File: config.mk
export PLATFORM = sky130hd
export DESIGN_NAME = serial_adder
export DESIGN_NICKNAME = d
export VERILOG_FILES = /design/src/rtl/serial_adder_pkg.sv /design/src/rtl/full_adder_bit.sv /design/src/rtl/serial_adder.sv
export SDC_FILE = /design/constraint.sdc
export NUM_CORES = 1
export LEC_CHECK = 0
export ABC_AREA = 1
export CORE_ASPECT_RATIO = 0.5
export CORE_MARGIN = 2
export CORE_UTILIZATION = 43
export CTS_CLUSTER_DIAMETER = 50
export CTS_CLUSTER_SIZE = 25
export DETAILED_ROUTE_END_ITERATION = 12
export MAX_ROUTING_LAYER = met4
export PLACE_DENSITY = 0.73
export REMOVE_ABC_BUFFERS = 1
export SLEW_MARGIN = 5
export SYNTH_ARGS = -nofsm -noshare
export SYNTH_HDL_FRONTEND = slang
export SYNTH_SLANG_ARGS = --single-unit
File: constraint.sdc
create_clock -name clk -period 1.25 [get_ports clk]
set_input_delay 0.25 -clock clk [delete_from_list [all_inputs] [get_ports clk]]
set_output_delay 0.25 -clock clk [all_outputs]
set_load 0.02 [all_outputs]
File: src/rtl/serial_adder_pkg.sv
// Shared types and constants for the bit-serial adder.
// Holds the FSM state encoding and the default operand width.
package serial_adder_pkg;

    localparam int DEFAULT_WIDTH = 8;

    typedef enum logic [1:0] {
        IDLE = 2'd0,
        RUN  = 2'd1,
        DONE = 2'd2
    } state_t;

endpackage

File: src/rtl/full_adder_bit.sv
// One-bit full adder used by the serial datapath.
// Ports: a, b, cin in; s (sum bit), cout (carry) out.
module full_adder_bit (
    input  logic a,
    input  logic b,
    input  logic cin,
    output logic s,
    output logic cout
);

    assign s    = a ^ b ^ cin;
    assign cout = (a & b) | (a & cin) | (b & cin);

endmodule

File: src/rtl/serial_adder.sv
// Bit-serial unsigned adder: one bit per clock, LSB first.
// Ports: clk, rst_n; in_valid/in_ready with a, b; out_valid/out_ready
// with sum, carry_out.
module serial_adder
    import serial_adder_pkg::*;
#(
    parameter int WIDTH = DEFAULT_WIDTH
) (
    input  logic             clk,
    input  logic             rst_n,
    input  logic             in_valid,
    output logic             in_ready,
    input  logic [WIDTH-1:0] a,
    input  logic [WIDTH-1:0] b,
    output logic             out_valid,
    input  logic             out_ready,
    output logic [WIDTH-1:0] sum,
    output logic             carry_out
);

    localparam int CW = $clog2(WIDTH) + 1;

    state_t           state;
    state_t           next;
    logic [WIDTH-1:0] opa;
    logic [WIDTH-1:0] opb;
    logic [WIDTH-1:0] res;
    logic             carry;
    logic [CW-1:0]    cnt;
    logic             last;
    logic             fa_s;
    logic             fa_cout;

    full_adder_bit u_fa (
        .a    (opa[0]),
        .b    (opb[0]),
        .cin  (carry),
        .s    (fa_s),
        .cout (fa_cout)
    );

    assign last = (cnt == CW'(WIDTH - 1));

    always_ff @(posedge clk or negedge rst_n) begin
        if (!rst_n) begin
            state <= IDLE;
        end else begin
            state <= next;
        end
    end

    always_comb begin
        next      = state;
        in_ready  = 1'b0;
        out_valid = 1'b0;
        unique case (state)
            IDLE: begin
                in_ready = 1'b1;
                if (in_valid) begin
                    next = RUN;
                end
            end
            RUN: begin
                if (last) begin
                    next = DONE;
                end
            end
            DONE: begin
                out_valid = 1'b1;
                if (out_ready) begin
                    next = IDLE;
                end
            end
            default: next = IDLE;
        endcase
    end

    // The result register fills from the MSB end, so after WIDTH
    // shifts it holds the full sum with bit 0 in place.
    always_ff @(posedge clk or negedge rst_n) begin
        if (!rst_n) begin
            opa   <= '0;
            opb   <= '0;
            res   <= '0;
            carry <= 1'b0;
            cnt   <= '0;
        end else if (state == IDLE && in_valid) begin
            opa   <= a;
            opb   <= b;
            carry <= 1'b0;
            cnt   <= '0;
        end else if (state == RUN) begin
            opa   <= opa >> 1;
            opb   <= opb >> 1;
            res   <= (res >> 1) | (WIDTH'(fa_s) << (WIDTH - 1));
            carry <= fa_cout;
            cnt   <= cnt + CW'(1);
        end
    end

    assign sum       = res;
    assign carry_out = carry;

endmodule

==> results by group, run 1 <==
Clock network
  • CTS Sinks: 31
  • TritonCTS clock tree: yes
  • Clk root buf: clkbuf_8
  • Max Root-Sink Buffers: 2
  • H-Tree Level Count: 2
  • Worst-path clk slew: 0.06 ns
  • Hold-fix buffers at CTS: 0
  • Clk Latency, worst-skew pair: 0.27 ns
  • TritonCTS buffer count: 5

Routing
  • Final wirelength: 2570 um
  • 1st-iter DRT viols: 106
  • Max Used Layer: met4
  • Pre-antenna DRT Iters: 4
  • Residual DRC: 0
  • WL met3: 163 um
  • DR vias/cell: 4.69
  • Wire length per cell: 10.8 um
  • DR vias: 1121
  • ANT nets after route: 0
  • M1 WL: 1140 um
  • Met2 WL: 1260 um

Synth
  • Yosys reg bits: 31
  • Mapped cell area: 1380 sq um
  • Sequential area share after synthesis: 56.4%
  • Average cell area after synthesis: 8.60 sq um
  • Yosys cell types: 18
  • Synth area leaders: dfrtp_1 (56%), nand2_1 (19%), nand3_1 (5.8%)
  • Synth Warn #: 0
  • Post-Syn Instances: 160
  • Post-synth top area share: 56.4%
  • Synth area leader: dfrtp_1

Worst setup path
  • CP delay by family, top: flip-flops
  • Crit path DAT: 1.00 ns
  • CP Launch Point: state[0]
  • Worst-path maximum fanout: 4
  • CP cell instances: nor2_4 > buf_6
  • Critical path type: register to output port
  • Crit start category: register
  • R2R Path Start: state[0]
  • CP max-delay cell: dfrtp_1
  • Peak per-stage delay on the critical path: 0.43 ns
  • Bufs and invs on worst path: 1
  • Worst setup EP type: output port
  • Worst path required time: 1.00 ns

Cells and area
  • Finished Core Util: 60.9%
  • Nets: 220
  • Finished Layout Cells: 239
  • Share of cells above drive strength 1: 13.6%
  • Area growth from synthesis to layout: 34.1%
  • Final instance area: 1850 sq um
  • Antenna cells: 0

Power and ir drop
  • Pleak: 0.000905 uW
  • Tot Pwr: 4230 uW
  • Cell Pwr Density: 2290 nW/um^2
  • Worst-case vdd ir drop: 1.30 mV

Timing
  • WHS: 0.335 ns
  • Endpoints failing setup: 0
  • Final min period: 1.25 ns
  • Slew Limit Headroom: 82.5%
  • Fmax achieved: 802 MHz
  • Max-slew violations: 0
  • Hold Fails Final Rpt: 0
  • Final Cycle Share: 99.8%
  • Unrepaired setup endpoints after global routing: yes
  • Post-route clock skew: 0.00384 ns
  • Worst slew pin tran: 0.262 ns

Floorplanning
  • Cell Rows: 14
  • DIE AREA: 3700 sq um
  • Core area: 3030 sq um
  • Ports: 31
  • Die Span Y: 44.0 um
  • Initial core utilization: 45.4%
  • X dimension of the die: 84.0 um

Global routing
  • Initial antenna violation count: 0
  • First-pass GRT wire length: 4570 um
  • Total track usage: 16.7%
  • Total congestion overflow: 0
  • Largest net degree at the start of global routing: 32
  • Vias in the first global route: 1069

Outcome
  • Status: complete, no violations

Placed design
  • Post-placement cell count: 230
  • Final HPWL DP: 1720 um
  • Placed Area: 1740 sq um
  • I/O Buffers: 30
  • RD Place Congestion: 0.715

Hold path
  • Worst hold path type: input port to asynchronous set/reset pin

Job
  • # Max-Cap Violations: 0
[layout make-up]
class,count,area (sq um)
clock buffers,8,100
fillers,256,1180
repair buffers,37,362
flip-flops and latches,31,776
multi-input cells,110,497
well taps,40,50.0
inverters,13,61.3
[final timing paths]
check                      cells after the start        to  slack, ns
setup / recovery                               2  in_ready      0.003
hold / removal                                 2    cnt[2]       0.34
setup reg to reg                               5    opb[2]       0.10
hold reg to reg                                2    opa[0]       0.49
max in group asynchronous                      2    opb[2]       0.75
min in group clk                               2    opa[0]       0.49
[logic make-up (layout without fill, tap and decap cells)]
group,after synthesis,in the layout,share of synthesized area (%)
compound gates,13,13,5.27
fa+ha+maj,2,2,2.36
flops,31,31,56.4
buf+inv,19,58,7.54
simple gates,95,95,28.5
[layer usage]
layer  GRT usage [%]  vias up
li1                -      575
met1            20.8      512
met2            26.2       32
met3            5.14        2
met4            6.13        0
met5               -        -
[what timing repair did]
item | in CTS | in global routing
endpoints found under the setup margin | 11 | 15
gates resized for setup | 22 | 14
pin swaps | 1 | 1
buffers inserted | 0 | 1
endpoints found under the hold margin | 0 | 0
[sequential cells by signal (all words and copies together) (netlist names)]
name and cells:
carry_out 1, opa 8, state 2, opb 8, cnt 4, sum 8
[layout by cell type (no fill, tap or decap)]
cell / count
nand2_1: 71
dfrtp_1: 31
clkdlybuf4s50_1: 19
nand3_1: 16
inv_1: 10
o21ai_1: 9
clkbuf_8: 7
buf_4: 6
clkdlybuf4s15_1: 6
nor2_1: 4
clkbuf_2: 3
inv_2: 2
nand2_2: 2
o21ai_2: 2
o21ai_0: 2
buf_12: 2
nor2_4: 1
clkinv_8: 1
nand4_1: 1
fa_1: 1
ha_1: 1
clkbuf_1: 1
buf_6: 1
[where the power goes]
part           leakage (uW)  total, uW  switching, uW  internal (uW)
logic              0.000455       1710            995            717
clock network     0.0000515        852            350            502
registers          0.000399       1670            251           1420
[worst reg2reg max path, cell delays in order (launching register included)]
cell     delay (ns)
dfrtp_1        0.43
buf_4          0.16
o21ai_2        0.17
buf_12         0.18
nand2_1        0.07
nand3_1        0.08
[cells in the mapped netlist]
master   count
nand4_1      1
o21ai_2      2
buf_6        2
nand2_1     71
ha_1         1
fa_1         1
nand2_2      2
inv_4        1
nor2_1       4
inv_2        1
nand3_1     16
dfrtp_1     31
nor2_4       1
buf_2        3
inv_1       11
o21ai_0      2
o21ai_1      9
buf_8        1
[per-stage QoR]
stage,setup WS [ns],TNS [ns]
global route,-0.0417,-0.0743
finish,0.00256,0
global placement,-0.152,-1.35
CTS,0.000681,0
floorplan,0.00651,0
detailed placement,-0.160,-1.65
Power figures use the tool's default switching activity.
==> inputs of run 2 (changes only) <==
- CORE_UTILIZATION: 43 -> 48
- PLACE_DENSITY: 0.73 -> 0.8
==> results by group, run 2 (synthesis results as in run 1) <==
Outcome
  • Status: complete, no violations

Clock network
  • Worst-path clk slew: 0.07 ns
  • H-Tree Level Count: 2
  • Clk root buf: clkbuf_8
  • Clk Latency, worst-skew pair: 0.28 ns
  • Post-CTS Setup Repair Bufs: 0
  • TritonCTS clock tree: yes
  • CTS Sinks: 31
  • TritonCTS buffer count: 5
  • Max Root-Sink Buffers: 2
  • Hold-fix buffers at CTS: 0

Timing
  • Final min period: 1.24 ns
  • WHS: 0.329 ns
  • Max-slew violations: 0
  • Hold Fails Final Rpt: 0
  • Fmax achieved: 808 MHz
  • Final Cycle Share: 99.0%
  • Post-route clock skew: 0.00460 ns
  • Slew Limit Headroom: 81.0%
  • Final setup margin: 0.0121 ns
  • Unrepaired setup endpoints after global routing: yes
  • Worst slew pin tran: 0.284 ns
  • Endpoints failing setup: 0

Worst setup path
  • Critical path type: register to output port
  • Crit path DAT: 0.99 ns
  • Worst path required time: 1.00 ns
  • Flop2flop setup slack: 0.09 ns
  • Worst setup EP type: output port
  • R2R Path Start: state[1]
  • Crit start category: register
  • Reg2reg end: cnt[2]
  • CP Launch Point: state[1]
  • Worst-path maximum fanout: 3
  • Worst r2r path cells: 6

Routing
  • Pre-antenna DRT Iters: 7
  • Final wirelength: 2500 um
  • Residual DRC: 0
  • DR vias/cell: 4.71
  • 1st-iter DRT viols: 49
  • DR vias: 1102
  • ANT nets after route: 0
  • Wire length per cell: 10.7 um

Global routing
  • Total congestion overflow: 0
  • Largest net degree at the start of global routing: 32
  • Total track usage: 17.2%
  • First-pass GRT wire length: 4220 um
  • Initial antenna violation count: 0
  • Vias in the first global route: 997

Cells and area
  • Most frequent cells in the layout: nand2_1 (71), dfrtp_1 (31), clkdlybuf4s50_1 (19), nand3_1 (16), inv_1 (11)
  • Commonest non-fill, non-tap cell in the layout: nand2_1
  • Share of cells above drive strength 1: 12.2%
  • Antenna cells: 0
  • Area growth from synthesis to layout: 31.3%
  • Multi-input gate area: 497 sq um
  • Final instance area: 1810 sq um
  • Fill cell count: 234
  • Nets: 218
  • Finished Layout Cells: 234
  • Register area: 776 sq um

Floorplanning
  • DIE AREA: 3340 sq um
  • Cell Rows: 13
  • Ports: 31
  • X dimension of the die: 79.7 um
  • Die Span Y: 41.9 um
  • Core area: 2650 sq um
  • Initial core utilization: 51.9%

Job
  • # Max-Cap Violations: 0

Power and ir drop
  • Worst-case vdd ir drop: 1.10 mV
  • Pleak: 0.000891 uW
  • Tot Pwr: 4070 uW
  • Cell Pwr Density: 2250 nW/um^2

Hold path
  • Worst hold path type: input port to asynchronous set/reset pin

Placed design
  • Placed Area: 1730 sq um
  • Post-placement cell count: 226
  • RD Place Congestion: 0.778
  • Pre-CTS setup slack: -0.156 ns
  • Final HPWL DP: 1680 um
  • I/O Buffers: 30
-- run 2: cell types whose count changed in the layout (fill, tap and decap cells not counted), sizes merged --
cell and delta:
buf -2, clkinv +2, dlygate4sd2 +1, inv +1
clkbuf -4
-- run 2: area by class of cell --
type,count,area share [%]
sequential,31,42.9
timing repair buffer,35,19.4
inverter,13,2.98
clock buffer,5,3.81
tap,37,2.56
multi-input combinational,110,27.5
clock inverter,3,0.831
-- run 2: where the power goes --
| part | internal [uW] | switching [uW] | leakage (uW) |
|---|---|---|---|
| clock | 380 | 363 | 0.0000477 |
| combinational | 678 | 974 | 0.000445 |
| sequential | 1420 | 254 | 0.000399 |
| total | 2480 | 1590 | 0.000891 |
-- run 2: worst max path at each step --
stage,endpoint,depth (start not counted)
detailed placement,in_ready,2
CTS,out_valid,3
global placement,in_ready,2
global route,out_valid,3
finish,out_valid,3
floorplan,sum[7],3
-- run 2: stage by stage --
step / setup TNS [ns] / util, %
3_3_place_gp: -1.25 / 65.4
2_1_floorplan: 0 / -
5_1_grt: -0.0921 / 68.1
3_5_place_dp: -1.66 / 65.4
6_report: 0 / 68.1
4_1_cts: -0.000117 / 68.3
-- run 2: timing repair --
item / in CTS / in global routing
endpoints found under the setup margin: 11 / 8
pin swaps: 1 / 0
gates resized for setup: 25 / 6
hold endpoints to repair: 0 / 0
-- run 2: worst max-delay path, stage by stage, from the launching register on --
cell,delay [ns]
dfrtp_1,0.41
inv_1,0.07
nor2_1,0.09
buf_4,0.14
-- run 2: per-layer routing --
| metal | track usage, % | vias up | wire (um) | part of all wire, % |
|---|---|---|---|---|
| met1 | 21.1 | 500 | 1160 | 47 |
| met3 | 5.22 | 2 | 141 | 5.6 |
| met2 | 27.4 | 33 | 1180 | 47 |
| met5 | - | - | 0 | 0 |
| met4 | 6.21 | 0 | 12 | 0.48 |
| li1 | - | 567 | - | - |
